### src/rtl/register_file.sv
// register_file
//   Multi-entry register bank with one synchronous write port and p_read_ports
//   independent combinational read ports. A disabled read port drives zero, so
//   several ports can be OR-combined onto a shared bus. The write-through
//   bypass and the hardwired-zero entry 0 are both optional.
//
// Ports
//   i_w_clk       rising-edge clock
//   i_w_reset     synchronous active-high reset, clears every entry
//   i_w_we        write enable
//   i_w_waddr     write address
//   i_w_wdata     write data
//   i_w_raddr     packed read addresses, port k at [k*l_addr_width +: l_addr_width]
//   i_w_oe        per-port output enable, bit k gates port k
//   o_w_rdata     packed read data, port k at [k*p_data_width +: p_data_width]
//   o_w_disp_out  debug view of raw entries, entry i at [i*p_data_width +: p_data_width]

module register_file #(
    parameter int unsigned p_data_width = 8,
    parameter int unsigned p_depth      = 8,
    parameter int unsigned p_read_ports = 2,
    parameter bit          p_bypass     = 1'b0,
    parameter bit          p_zero_reg   = 1'b0,
    localparam int unsigned l_addr_width = (p_depth > 2) ? $clog2(p_depth) : 1
) (
    input  logic                                 i_w_clk,
    input  logic                                 i_w_reset,
    input  logic                                 i_w_we,
    input  logic [l_addr_width-1:0]              i_w_waddr,
    input  logic [p_data_width-1:0]              i_w_wdata,
    input  logic [p_read_ports*l_addr_width-1:0] i_w_raddr,
    input  logic [p_read_ports-1:0]              i_w_oe,
    output logic [p_read_ports*p_data_width-1:0] o_w_rdata,
    output logic [p_depth*p_data_width-1:0]      o_w_disp_out
);

    logic [p_data_width-1:0] mem_q [p_depth];
    logic                    wr_hit;

    // Non-power-of-two depths leave unused address codes; those never alias.
    function automatic logic in_range(input logic [l_addr_width-1:0] addr);
        return 32'(addr) < p_depth;
    endfunction

    assign wr_hit = i_w_we && in_range(i_w_waddr) && !(p_zero_reg && (i_w_waddr == '0));

    always_ff @(posedge i_w_clk) begin
        if (i_w_reset) begin
            mem_q <= '{default: '0};
        end else if (wr_hit) begin
            mem_q[i_w_waddr] <= i_w_wdata;
        end
    end

    for (genvar k = 0; k < p_read_ports; k++) begin : g_read
        logic [l_addr_width-1:0] raddr;
        logic [p_data_width-1:0] rdata;

        assign raddr = i_w_raddr[k*l_addr_width +: l_addr_width];

        always_comb begin
            rdata = '0;
            if (!i_w_oe[k] || !in_range(raddr)) begin
                rdata = '0;
            end else if (p_zero_reg && (raddr == '0)) begin
                rdata = '0;
            end else if (p_bypass && i_w_we && !i_w_reset && (raddr == i_w_waddr)) begin
                // Write-through: the value about to be stored is visible this cycle.
                rdata = i_w_wdata;
            end else begin
                rdata = mem_q[raddr];
            end
        end

        assign o_w_rdata[k*p_data_width +: p_data_width] = rdata;
    end

    for (genvar i = 0; i < p_depth; i++) begin : g_disp
        assign o_w_disp_out[i*p_data_width +: p_data_width] = mem_q[i];
    end

endmodule

### config.mk
export PLATFORM = sky130hd
export DESIGN_NAME = register_file
export DESIGN_NICKNAME = d
export VERILOG_FILES = /design/src/rtl/register_file.sv
export SDC_FILE = /design/constraint.sdc
export NUM_CORES = 1
export LEC_CHECK = 0
export BUFFER_PORTS_ARGS = -buffer_cell sky130_fd_sc_hd__buf_4
export CORE_MARGIN = 3
export CORE_UTILIZATION = 30
export CTS_BUF_LIST = sky130_fd_sc_hd__clkbuf_2
export DETAILED_ROUTE_END_ITERATION = 10
export GPL_TIMING_DRIVEN = 0
export PLACE_DENSITY = 0.6
export SLEW_MARGIN = 10
export SYNTH_ARGS = -nofsm -noshare
export SYNTH_HDL_FRONTEND = slang
export SYNTH_SLANG_ARGS = --single-unit
### constraint.sdc
create_clock -name i_w_clk -period 2.2 [get_ports i_w_clk]
set_input_delay 0.11 -clock i_w_clk [delete_from_list [all_inputs] [get_ports i_w_clk]]
set_output_delay 0.11 -clock i_w_clk [all_outputs]
set_load 0.02 [all_outputs]
Yosys cells after proc, flatten, opt, wreduce, memory -nomap -nowiden

Index checks and enable logic that the tools add are counted.

Magnitude comparators: 4
Mux-type cells: 11
Bitwise gates (word level): 3
Reduce and logical (&&, ||, !) cells: 1

Operators with widths:

| cell                                                      | count |
|---|---|
| bitwise mux 64 bit                                        | 1 |
| two-way mux 8 bit                                         | 7 |
| binary-select mux 8 bit (select 3 bit)                    | 2 |
| demux 8 bit (select 3 bit)                                | 1 |
| greater-or-equal comparator 4 bit (second input constant) | 3 |
| NOT 3 -> 4 bit                                            | 3 |
| < comparator 4 x 1 -> 1 bit (second input constant)       | 1 |
| logical AND 1 bit                                         | 1 |

Register bits after elaboration: 64
Bits of input ports: 22
Output and inout port bits: 80
Word-level logic and storage cells: 27

Longest topological paths before layout

Gate-level depths: netlist of the first run.

Word-level depth: 6
Mapped depth: 5
Gate-level depth less buffers: 3

Worst setup path after synthesis of the first run

Ideal clock, no wire load.

Path kind: reg-to-output
Start: register mem_q (netlist bit o_w_disp_out[46])
End: output o_w_rdata[6]
Arrival: 1.120 ns
Required time: 2.090 ns
Slack: 0.970 ns
Cell stages (with the launch flop): 4
Path buffers: 0
Path through: dfxtp_1 mux4_1 mux2i_1 nor2_1

Longest elaborated chain between the ends: 4

RTL lines:

| what                                                 | line | text |
|---|---|---|
| from (decl)                                          | 37   | `logic [p_data_width-1:0] mem_q [p_depth];` |
| from (signal, indexed assignment)                    | 51   | `mem_q[i_w_waddr] <= i_w_wdata;` |
| binary-select mux 8 bit (select 3 bit)               | 71   | `rdata = mem_q[raddr];` |
| two-way mux 8 bit (not written as such) (2 in a row) | 71   |  |
| two-way mux 8 bit                                    | 63   | `if (!i_w_oe[k] \|\| !in_range(raddr)) begin` |
| to (decl)                                            | 33   | `output logic [p_read_ports*p_data_width-1:0] o_w_rdata,` |

No other way between the ends. The select of a mux whose other input is x is not followed.

Final worst setup path of the first run

Start: register mem_q (netlist bit o_w_disp_out[10])
End: output o_w_rdata[10]

The elaborated chain is that of the path after synthesis.

==> results of run 1 <==
layout by cell type (no fill, tap or decap), drive strengths merged:
cell type	synthesis	layout
and4	1	1
and4bb	3	3
mux4	32	32
clkbuf	17	27
nand2	80	80
and4b	3	3
nand4b	3	3
nor2	40	40
dfxtp	64	64
inv	2	2
nor4b	1	1
or4b	1	1
mux2i	40	40
dlygate4sd3	0	10
a21oi	40	40
clkinv	0	3
nand4	1	1
buf	20	106
final cells by class:
| class | instances | area, um2 | share of cell area, % |
|---|---|---|---|
| Inverter | 2 | 7.51 | 0.167 |
| Clock inverter | 3 | 12.5 | 0.279 |
| Clock buffer | 10 | 50.0 | 1.12 |
| Timing Repair Buffer | 96 | 746 | 16.6 |
| Buffer | 37 | 238 | 5.30 |
| Multi-Input combinational cell | 245 | 1970 | 44.0 |
| Sequential cell | 64 | 1280 | 28.6 |
| Tap cell | 140 | 175 | 3.91 |
power breakdown:
part / switching [mW] / internal, mW / leakage (nW)
clock: 0.399 / 0.126 / 0.0486
combinational: 0.206 / 0.160 / 1.32
sequential: 0.0265 / 1.18 / 0.518
total: 0.631 / 1.47 / 1.88
cell families after synthesis:
group	after synthesis	share of synthesized area (%)
simple gates	133	16.9
compound gates	40	5.72
flops	64	36.6
buf+inv	39	7.01
mux	72	33.7
layer usage:
| layer | global-route usage, % | vias up | routed length (um) |
|---|---|---|---|
| met1 | 23.5 | 1491 | 4800 |
| met3 | 3.93 | 16 | 871 |
| li1 | - | 1453 | - |
| met2 | 31.1 | 110 | 5890 |
| met4 | 5.23 | 0 | 155 |
| met5 | 0 | - | 0 |
worst reg2reg max path, cell delays in order, from the launching register on:
cell	delay, ns
sky130_fd_sc_hd__dfxtp_1	0.42
sky130_fd_sc_hd__nand2_1	0.06
sky130_fd_sc_hd__a21oi_1	0.15
sky130_fd_sc_hd__dlygate4sd3_1	0.56
repair_timing:
item                       CTS  global route
hold endpoints to repair    35             0
hold buffers                10             0
setup buffers                0             0
setup endpoints to repair    0             0
worst paths after layout:
| kind | start | end | slack [ns] | cells past startpoint |
|---|---|---|---|---|
| worst min-delay path | i_w_waddr[2] | o_w_disp_out[1] | 0.13 | 5 |
| worst max-delay path | o_w_disp_out[10] | o_w_rdata[10] | 0.18 | 4 |
| worst min register to register | o_w_disp_out[40] | o_w_disp_out[40] | 0.49 | 2 |
| worst max register to register | o_w_disp_out[63] | o_w_disp_out[63] | 0.97 | 3 |
through the flow:
stage / std cells / cell area (um2) / setup slack, ns
2_1_floorplan: 348 / 3500 / 0.970
3_3_place_gp: 574 / 4320 / 0.708
3_5_place_dp: 574 / 4320 / 0.698
4_1_cts: 597 / 4480 / 0.165
5_1_grt: 597 / 4480 / 0.0790
6_report: 597 / 4480 / 0.181
==> load_flow_metrics.sql, run 1 <==
INSERT INTO impl_metrics (metric_group, metric, value, unit) VALUES
('outcome', 'outcome', 'completed', ''),
('global_routing', 'maximum_number_of_pins_on_one_net_before_global_route_repair', '11', ''),
('critical_path', 'cpPeakStageDelay', '0.54', 'ns'),
('cells_and_area', 'syn_to_final_growth', '28.1', '%'),
('synthesis', 'yosys-top-cells-area', 'sky130_fd_sc_hd__dfxtp_1 37%, sky130_fd_sc_hd__mux4_1 12%, sky130_fd_sc_hd__mux2i_1 11%, sky130_fd_sc_hd__mux4_2 10%, sky130_fd_sc_hd__nand2_1 8.6%', ''),
('synthesis', 'synth_largest_area_cell', 'sky130_fd_sc_hd__dfxtp_1', ''),
('pwr', 'p_per_area', '469', 'nW/um2'),
('synthesis', 'synth_seq_cells', '64', ''),
('pwr', 'max-vdd-ir-drop', '177', 'uV'),
('cts', 'ctsResizeCount', '0', ''),
('route', 'detail_route.wirelength', '11700', 'um'),
('synthesis', 'synth_nets', '370', ''),
('sta', 'maxSlewHeadroom', '54.5', '%'),
('cts', 'clk_pin_slew_worst_paths', '0.18', 'ns'),
('global_routing', 'first_global_vias', '3065', ''),
('cts', 'clockRootBuffer', 'sky130_fd_sc_hd__clkbuf_2', ''),
('sta', 'fin_setup_tns', '0', 'ns'),
('floorplanning', 'effective_utilization_at_floorplan', '31.5', '%'),
('critical_path', 'critical_path.top_delay_family', 'multiplexers', ''),
('synthesis', 'syn_area_per_cell', '10.1', 'um2'),
('floorplanning', 'die_h', '114', 'um'),
('cts', 'clock_tree.htree_level_count', '3', ''),
('synthesis', 'synth-seq-area-share', '36.6', '%'),
('route', 'num_vias', '3070', ''),
('sta', 'layout_min_cycle_time', '2.02', 'ns'),
('global_routing', 'gr-usage-all-layers', '18.3', '%'),
('route', 'route.detailed.wl_per_inst', '19.6', 'um'),
('floorplanning', 'row_count', '38', ''),
('critical_path', 'worstSetupStartpointType', 'flip-flop', ''),
('placed_design', 'io_buffer_count', '86', ''),
('critical_path', 'critPathSlowestCell', 'sky130_fd_sc_hd__mux4_1', ''),
('sta', 'finalCritPeriodShare', '91.8', '%'),
('synthesis', 'netlist-cell-type-count', '22', ''),
('placed_design', 'post-dp-hpwl', '8730', 'um'),
('floorplanning', 'design.die.area', '13000', 'um2'),
('sta', 'final.hold.worst_slack', '0.131', 'ns'),
('critical_path', 'cp_max_fo', '4', ''),
('sta', 'setup_viol', '0', ''),
('sta', 'slew_viol_final', '0', ''),
('cts', 'clock_sink_count', '64', ''),
('critical_path', 'bufs_and_invs_on_worst_path', '1', ''),
('sta', 'grt_setup_unrepaired', 'no', ''),
('critical_path', 'critical_path_rt', '2.09', 'ns'),
('sta', 'tightest_pin_transition', '0.682', 'ns'),
('sta', 'clock_skew', '0', 'ns'),
('synthesis', 'synthArstFlopShare', '0', '%'),
('critical_path', 'path_class', 'reg -> out', ''),
('synthesis', 'synthesis.instances', '348', ''),
('synthesis', 'yosysMostFrequentCell', 'sky130_fd_sc_hd__nand2_1', ''),
('floorplanning', 'chipWidth', '114', 'um'),
('global_routing', 'initial_antenna_violation_count', '0', ''),
('route', 'drcViolationCount', '0', ''),
('cells_and_area', 'antenna_cells_inserted', '0', ''),
('cells_and_area', 'final_layout_size_suffix_gt1_share', '30.2', '%'),
('route', 'drt-initial-drc-count', '112', ''),
('cells_and_area', 'postLayoutCoreUtil', '40.3', '%'),
('placed_design', 'globalplace.congestion', '0.808', ''),
('synthesis', 'post_synth_instance_area', '3500', 'um2'),
('synthesis', 'synth-edff-count', '0', ''),
('synthesis', 'synth_top_area_share', '36.6', '%'),
('critical_path', 'setup.worst_path.end_class', 'output pin', ''),
('pwr', 'cellLeakagePower', '1.88', 'nW'),
('hold_path', 'hold_path.class', 'in -> reg', ''),
('synthesis', 'ys.flop_type', 'sky130_fd_sc_hd__dfxtp_1', ''),
('route', 'ant_nets', '0', ''),
('synthesis', 'synth.top_cells.by_count', '80 x sky130_fd_sc_hd__nand2_1, 64 x sky130_fd_sc_hd__dfxtp_1, 40 x sky130_fd_sc_hd__a21oi_1, 40 x sky130_fd_sc_hd__mux2i_1, 40 x sky130_fd_sc_hd__nor2_1', ''),
('cts', 'worst_skew_pair.late_latency', '0.49', 'ns'),
('cts', 'clock_buffer_depth', '2', ''),
('cells_and_area', 'fillers', '1142', ''),
('sta', 'clock.fmax', '0.495', 'GHz'),
('global_routing', 'wire_length_of_the_first_global_routing_pass', '17800', 'um');
Note: power is estimated with default switching activity, not from simulation.
==> run 2, diff against run 1 <==
--- a/config.mk
+++ b/config.mk
@@ -7,11 +7,11 @@
 export LEC_CHECK = 0
 export BUFFER_PORTS_ARGS = -buffer_cell sky130_fd_sc_hd__buf_4
 export CORE_MARGIN = 3
-export CORE_UTILIZATION = 30
+export CORE_UTILIZATION = 45
 export CTS_BUF_LIST = sky130_fd_sc_hd__clkbuf_2
 export DETAILED_ROUTE_END_ITERATION = 10
 export GPL_TIMING_DRIVEN = 0
-export PLACE_DENSITY = 0.6
+export PLACE_DENSITY = 0.71
 export SLEW_MARGIN = 10
 export SYNTH_ARGS = -nofsm -noshare
 export SYNTH_HDL_FRONTEND = slang
==> load_flow_metrics.sql, run 2 (synthesized netlist as in run 1, its figures left out) <==
INSERT INTO impl_metrics (metric_group, metric, value, unit) VALUES
('outcome', 'outcome', 'completed', ''),
('sta', 'clock.fmax', '0.517', 'GHz'),
('pwr', 'netSwitchingFraction', '30.0', '%'),
('floorplanning', 'num_io_pins', '102', ''),
('global_routing', 'maximum_number_of_pins_on_one_net_before_global_route_repair', '11', ''),
('global_routing', 'wire_length_of_the_first_global_routing_pass', '16300', 'um'),
('pwr', 'power', '2.09', 'mW'),
('pwr', 'max-vdd-ir-drop', '174', 'uV'),
('hold_path', 'hold_path.class', 'in -> reg', ''),
('pwr', 'cellLeakagePower', '1.86', 'nW'),
('cells_and_area', 'instances_no_fill', '551', ''),
('floorplanning', 'design.die.area', '8870', 'um2'),
('cts', 'worst_skew_pair.late_latency', '0.48', 'ns'),
('cells_and_area', 'final_layout_size_suffix_gt1_share', '30.5', '%'),
('sta', 'grt_setup_unrepaired', 'no', ''),
('critical_path', 'critical_path.startpoint', 'o_w_disp_out[45]', ''),
('placed_design', 'io_buffer_count', '86', ''),
('pwr', 'seq_power_share', '57.8', '%'),
('placed_design', 'placed_cells_incl_taps', '533', ''),
('cts', 'cts_tree', 'built', ''),
('critical_path', 'cpPeakStageDelay', '0.56', 'ns'),
('floorplanning', 'effective_utilization_at_floorplan', '47.3', '%'),
('pwr', 'clockPowerShare', '25.0', '%'),
('global_routing', 'initial_antenna_violation_count', '0', ''),
('route', 'ant_nets', '0', ''),
('sta', 'finalCritPeriodShare', '87.9', '%'),
('floorplanning', 'die_h', '94.2', 'um'),
('route', 'drt_pre_antenna_iters', '5', ''),
('cts', 'clock_tree.htree_level_count', '3', ''),
('cts', 'clk_pin_slew_worst_paths', '0.15', 'ns'),
('sta', 'maxSlewHeadroom', '57.4', '%'),
('critical_path', 'cp_max_fo', '4', ''),
('cts', 'ctsResizeCount', '0', ''),
('route', 'drt-initial-drc-count', '234', ''),
('cells_and_area', 'count_of_nets_after_finishing', '472', ''),
('sta', 'layout_min_cycle_time', '1.93', 'ns'),
('pwr', 'share_of_total_power_in_combinational_logic', '17.2', '%'),
('floorplanning', 'row_count', '31', ''),
('critical_path', 'critical_path_rt', '2.09', 'ns'),
('critical_path', 'worstSetupStartpointType', 'flip-flop', ''),
('pwr', 'p_per_area', '478', 'nW/um2'),
('route', 'detail_route.wirelength', '11000', 'um'),
('sta', 'fin_hold_viols', '0', ''),
('placed_design', 'globalplace.congestion', '0.843', ''),
('critical_path', 'path_class', 'reg -> out', ''),
('cells_and_area', 'mostFrequentLayoutCell', 'sky130_fd_sc_hd__buf_4', ''),
('job', 'count_of_max_cap_constraint_violations', '0', ''),
('cells_and_area', 'antenna_cells_inserted', '0', ''),
('cts', 'clockRootBuffer', 'sky130_fd_sc_hd__clkbuf_2', ''),
('route', 'drcViolationCount', '0', ''),
('floorplanning', 'floorplan.core_area', '7410', 'um2'),
('cells_and_area', 'layout_common_cells', '91 x sky130_fd_sc_hd__buf_4, 80 x sky130_fd_sc_hd__nand2_1, 64 x sky130_fd_sc_hd__dfxtp_1', ''),
('pwr', 'cell_internal_pwr', '1.47', 'mW'),
('cts', 'numCtsBuffers', '9', ''),
('critical_path', 'path_cells', 'mux4_1 > mux2i_1 > nor2_1 > buf_4', ''),
('cts', 'clock_sink_count', '64', ''),
('sta', 'fin_setup_tns', '0', 'ns'),
('global_routing', 'grt_overflow_total', '0', ''),
('global_routing', 'gr-usage-all-layers', '24.9', '%'),
('sta', 'final.hold.worst_slack', '0.0106', 'ns'),
('route', 'route.detailed.wl_per_inst', '19.9', 'um'),
('route', 'num_vias', '3184', ''),
('critical_path', 'arrival_time_of_data_at_the_critical_path_endpoint', '1.82', 'ns'),
('route', 'vias_per_cell', '5.78', ''),
('critical_path', 'setup.worst_path.end_class', 'output pin', ''),
('floorplanning', 'chipWidth', '94.2', 'um'),
('placed_design', 'post-dp-hpwl', '7830', 'um'),
('sta', 'tightest_pin_transition', '0.639', 'ns'),
('cells_and_area', 'syn_to_final_growth', '25.2', '%'),
('global_routing', 'first_global_vias', '3090', ''),
('critical_path', 'critPathSlowestCell', 'sky130_fd_sc_hd__mux4_1', ''),
('hold_path', 'launch_instance_of_the_worst_min_delay_path', 'i_w_wdata[1]', ''),
('sta', 'clock_skew', '0', 'ns'),
('sta', 'setup_viol', '0', ''),
('cells_and_area', 'largest_reg_flops', '64', ''),
('cts', 'clock_buffer_depth', '2', ''),
('critical_path', 'critical_path.reg2reg.startpoint', 'o_w_disp_out[48]', ''),
('sta', 'slew_viol_final', '0', ''),
('cells_and_area', 'fillers', '638', ''),
('pwr', 'p_switching', '0.628', 'mW');
[run 2: changes by cell type in the layout (fill, tap and decap cells not counted)]
cell	previous run	this run
sky130_fd_sc_hd__dlygate4sd3_1	10	5
[run 2: cell type report]
cell class / instances / area (um2) / share of cell area, %
sequential: 64 / 1280 / 29.2
multi-input combinational: 245 / 1970 / 45.0
buffer: 37 / 238 / 5.42
clock inverter: 3 / 12.5 / 0.285
inverter: 2 / 7.51 / 0.171
timing repair buffer: 91 / 696 / 15.9
clock buffer: 10 / 50.0 / 1.14
tap: 99 / 124 / 2.83
[run 2: worst max-delay path, delay by kind of cell (launching register included)]
kind	cells	cell delay [ns]
mux	2	0.72
flops	1	0.37
buf+inv	1	0.18
simple gates	1	0.08
[run 2: power groups by stage]
stage	Sequential, mW	Clock (mW)	Combinational (mW)
after floorplan	1.26	0	0.202
after global placement	1.23	0	0.346
after detailed placement	1.23	0	0.351
after CTS	1.21	0.519	0.359
after global routing	1.21	0.567	0.382
final	1.21	0.524	0.360
[run 2: stage by stage]
stage / worst slack, ns / cell area (um2) / util, %
after detailed placement: 0.730 / 4270 / 57.6
after floorplan: 0.970 / 3500 / -
after global placement: 0.711 / 4270 / 57.6
final: 0.265 / 4380 / 59.2
after global routing: 0.189 / 4380 / 59.2
after CTS: 0.262 / 4380 / 59.2
[run 2: timing repair]
| item | CTS | global route |
|---|---|---|
| buffers inserted | 0 | 0 |
| hold buffers | 5 | 0 |
| endpoints found under the hold margin | 16 | 0 |
| setup endpoints to repair | 0 | 0 |
[run 2: worst paths after layout]
| kind | endpoint | slack (ns) | depth (start not counted) |
|---|---|---|---|
| worst max-delay path | o_w_rdata[13] | 0.27 | 4 |
| worst max register to register | o_w_disp_out[48] | 1.46 | 2 |
| worst min register to register | o_w_disp_out[29] | 0.50 | 2 |
| worst min-delay path | o_w_disp_out[49] | 0.01 | 3 |
[run 2: per-layer routing]
layer	routed length, um	vias up	GRT usage (%)	share of wire (%)
met5	0	-	0	0
met3	890	32	4.09	8.1
met2	5420	172	42.5	49
met1	4380	1532	30.9	40
li1	-	1448	-	-
met4	292	0	10.6	2.7
==> run 3, diff against run 2 <==
--- a/config.mk
+++ b/config.mk
@@ -7,11 +7,11 @@
 export LEC_CHECK = 0
 export BUFFER_PORTS_ARGS = -buffer_cell sky130_fd_sc_hd__buf_4
 export CORE_MARGIN = 3
-export CORE_UTILIZATION = 45
+export CORE_UTILIZATION = 58
 export CTS_BUF_LIST = sky130_fd_sc_hd__clkbuf_2
 export DETAILED_ROUTE_END_ITERATION = 10
 export GPL_TIMING_DRIVEN = 0
-export PLACE_DENSITY = 0.71
+export PLACE_DENSITY = 0.88
 export SLEW_MARGIN = 10
 export SYNTH_ARGS = -nofsm -noshare
 export SYNTH_HDL_FRONTEND = slang
==> load_flow_metrics.sql, run 3 (synthesized netlist as in run 1, its figures left out) <==
INSERT INTO impl_metrics (metric_group, metric, value, unit) VALUES
('outcome', 'outcome', 'completed', ''),
('cells_and_area', 'largest_reg_flops', '64', ''),
('pwr', 'p_per_area', '517', 'nW/um2'),
('critical_path', 'worstSetupStartpointType', 'flip-flop', ''),
('floorplanning', 'chipWidth', '83.7', 'um'),
('critical_path', 'critical_path.top_delay_family', 'multiplexers', ''),
('placed_design', 'globalplace.congestion', '0.909', ''),
('cells_and_area', 'final_layout_size_suffix_gt1_share', '31.1', '%'),
('global_routing', 'gr-usage-all-layers', '31.4', '%'),
('pwr', 'netSwitchingFraction', '29.6', '%'),
('critical_path', 'setup.worst_path.end_class', 'output pin', ''),
('sta', 'clock_skew', '0', 'ns'),
('hold_path', 'hold_path.class', 'in -> reg', ''),
('cells_and_area', 'syn_to_final_growth', '26.9', '%'),
('critical_path', 'critPathSlowestCell', 'sky130_fd_sc_hd__mux4_1', ''),
('cts', 'clock_tree.htree_level_count', '3', ''),
('pwr', 'max-vdd-ir-drop', '356', 'uV'),
('sta', 'final_critical_path_setup_slack', '0.144', 'ns'),
('global_routing', 'maximum_number_of_pins_on_one_net_before_global_route_repair', '11', ''),
('floorplanning', 'effective_utilization_at_floorplan', '61.7', '%'),
('route', 'drt-initial-drc-count', '365', ''),
('cells_and_area', 'antenna_cells_inserted', '0', ''),
('cts', 'clk_pin_slew_worst_paths', '0.19', 'ns'),
('placed_design', 'place_ws', '0.728', 'ns'),
('pwr', 'p_switching', '0.681', 'mW'),
('placed_design', 'io_buffer_count', '86', ''),
('sta', 'tightest_pin_transition', '0.650', 'ns'),
('cts', 'numCtsBuffers', '9', ''),
('critical_path', 'cp_max_fo', '4', ''),
('route', 'ant_nets', '0', ''),
('sta', 'finalCritPeriodShare', '93.5', '%'),
('pwr', 'share_of_total_power_in_combinational_logic', '15.9', '%'),
('global_routing', 'grt_overflow_total', '0', ''),
('pwr', 'seq_power_share', '52.8', '%'),
('route', 'detail_route.wirelength', '11200', 'um'),
('cts', 'clock_sink_count', '64', ''),
('job', 'count_of_max_cap_constraint_violations', '0', ''),
('floorplanning', 'row_count', '27', ''),
('critical_path', 'path_class', 'reg -> out', ''),
('cells_and_area', 'layout_common_cells', '91 x sky130_fd_sc_hd__buf_4, 80 x sky130_fd_sc_hd__nand2_1, 64 x sky130_fd_sc_hd__dfxtp_1', ''),
('sta', 'clock.fmax', '0.486', 'GHz'),
('critical_path', 'critical_path_rt', '2.09', 'ns'),
('critical_path', 'bufs_and_invs_on_worst_path', '1', ''),
('cts', 'post-cts-setup-buffer-count', '0', ''),
('route', 'drcViolationCount', '0', ''),
('sta', 'fin_setup_tns', '0', 'ns'),
('floorplanning', 'num_io_pins', '102', ''),
('critical_path', 'cpPeakStageDelay', '0.56', 'ns'),
('route', 'vias_per_cell', '6.32', ''),
('floorplanning', 'floorplan.core_area', '5680', 'um2'),
('route', 'route.detailed.wl_per_inst', '21.0', 'um'),
('sta', 'fin_hold_viols', '0', ''),
('cells_and_area', 'count_of_nets_after_finishing', '477', ''),
('cts', 'worst_skew_pair.late_latency', '0.53', 'ns'),
('cts', 'cts_tree', 'built', ''),
('cells_and_area', 'mostFrequentLayoutCell', 'sky130_fd_sc_hd__buf_4', ''),
('sta', 'layout_min_cycle_time', '2.06', 'ns'),
('route', 'num_vias', '3363', ''),
('critical_path', 'arrival_time_of_data_at_the_critical_path_endpoint', '1.95', 'ns'),
('global_routing', 'first_global_vias', '3220', ''),
('floorplanning', 'die_h', '83.7', 'um'),
('cts', 'clock_buffer_depth', '2', ''),
('sta', 'setup_viol', '0', ''),
('placed_design', 'post-dp-hpwl', '7910', 'um'),
('critical_path', 'path_cells', 'mux4_1 > mux2i_1 > nor2_1 > buf_4', ''),
('pwr', 'cellLeakagePower', '1.91', 'nW'),
('floorplanning', 'design.die.area', '7000', 'um2'),
('sta', 'maxSlewHeadroom', '56.7', '%'),
('pwr', 'clockPowerShare', '31.3', '%'),
('route', 'drt_pre_antenna_iters', '5', ''),
('sta', 'slew_viol_final', '0', ''),
('pwr', 'cell_internal_pwr', '1.62', 'mW'),
('global_routing', 'initial_antenna_violation_count', '0', ''),
('sta', 'grt_setup_unrepaired', 'no', ''),
('global_routing', 'wire_length_of_the_first_global_routing_pass', '17000', 'um'),
('cts', 'clockRootBuffer', 'sky130_fd_sc_hd__clkbuf_2', '');
-- run 3: area by class of cell --
cell class	instances	area (um2)
inverter	2	7.51
tap	72	90.1
multi-input combinational	245	1970
timing repair buffer	96	746
clock inverter	4	45.0
clock buffer	12	60.1
fill	397	1230
buffer	37	238
sequential	64	1280
-- run 3: power by group through the flow --
stage | Combinational [mW] | Sequential [mW] | Clock (mW)
5_1_grt | 0.385 | 1.22 | 0.757
6_report | 0.366 | 1.21 | 0.719
4_1_cts | 0.361 | 1.21 | 0.699
3_3_place_gp | 0.338 | 1.23 | 0
2_1_floorplan | 0.202 | 1.26 | 0
3_5_place_dp | 0.347 | 1.23 | 0
-- run 3: final timing paths --
| path | startpoint | endpoint | slack, ns | cells past startpoint |
|---|---|---|---|---|
| max | o_w_disp_out[27] | o_w_rdata[11] | 0.14 | 4 |
| min | i_w_waddr[0] | o_w_disp_out[4] | 0.12 | 5 |
| max reg2reg | o_w_disp_out[63] | o_w_disp_out[63] | 1.00 | 3 |
| min reg2reg | o_w_disp_out[30] | o_w_disp_out[30] | 0.50 | 2 |
-- run 3: through the flow --
step	hold slack, ns	cell area (um2)	std cells	utilization, %	total power [mW]
after global placement	0.468	4240	506	74.6	1.57
after floorplan	0.423	3500	348	-	1.46
after detailed placement	0.474	4240	506	74.6	1.58
final	0.117	4440	532	78.3	2.30
after CTS	0.113	4440	532	78.3	2.27
after global routing	0.150	4440	532	78.3	2.36
-- run 3: layer usage --
| metal | track usage, % | vias up | routed length (um) |
|---|---|---|---|
| li1 | - | 1455 | - |
| met1 | 38.6 | 1606 | 4070 |
| met2 | 52.5 | 261 | 5460 |
| met3 | 5.82 | 41 | 1190 |
| met4 | 16.4 | 0 | 443 |
| met5 | 0 | - | 0 |
-- run 3: timing repair --
action | in CTS | in global routing
gates resized for setup | 0 | 0
setup endpoints to repair | 0 | 0
endpoints found under the hold margin | 40 | 0
hold buffers | 10 | 0
-- run 3: tightest hold or removal path, delay by kind of cell --
kind,cells,cell delay (ns)
AND/OR/NAND/NOR,2,0.18
AO/OA/AOI/OAI,1,0.05
buffers and inverters,2,0.30
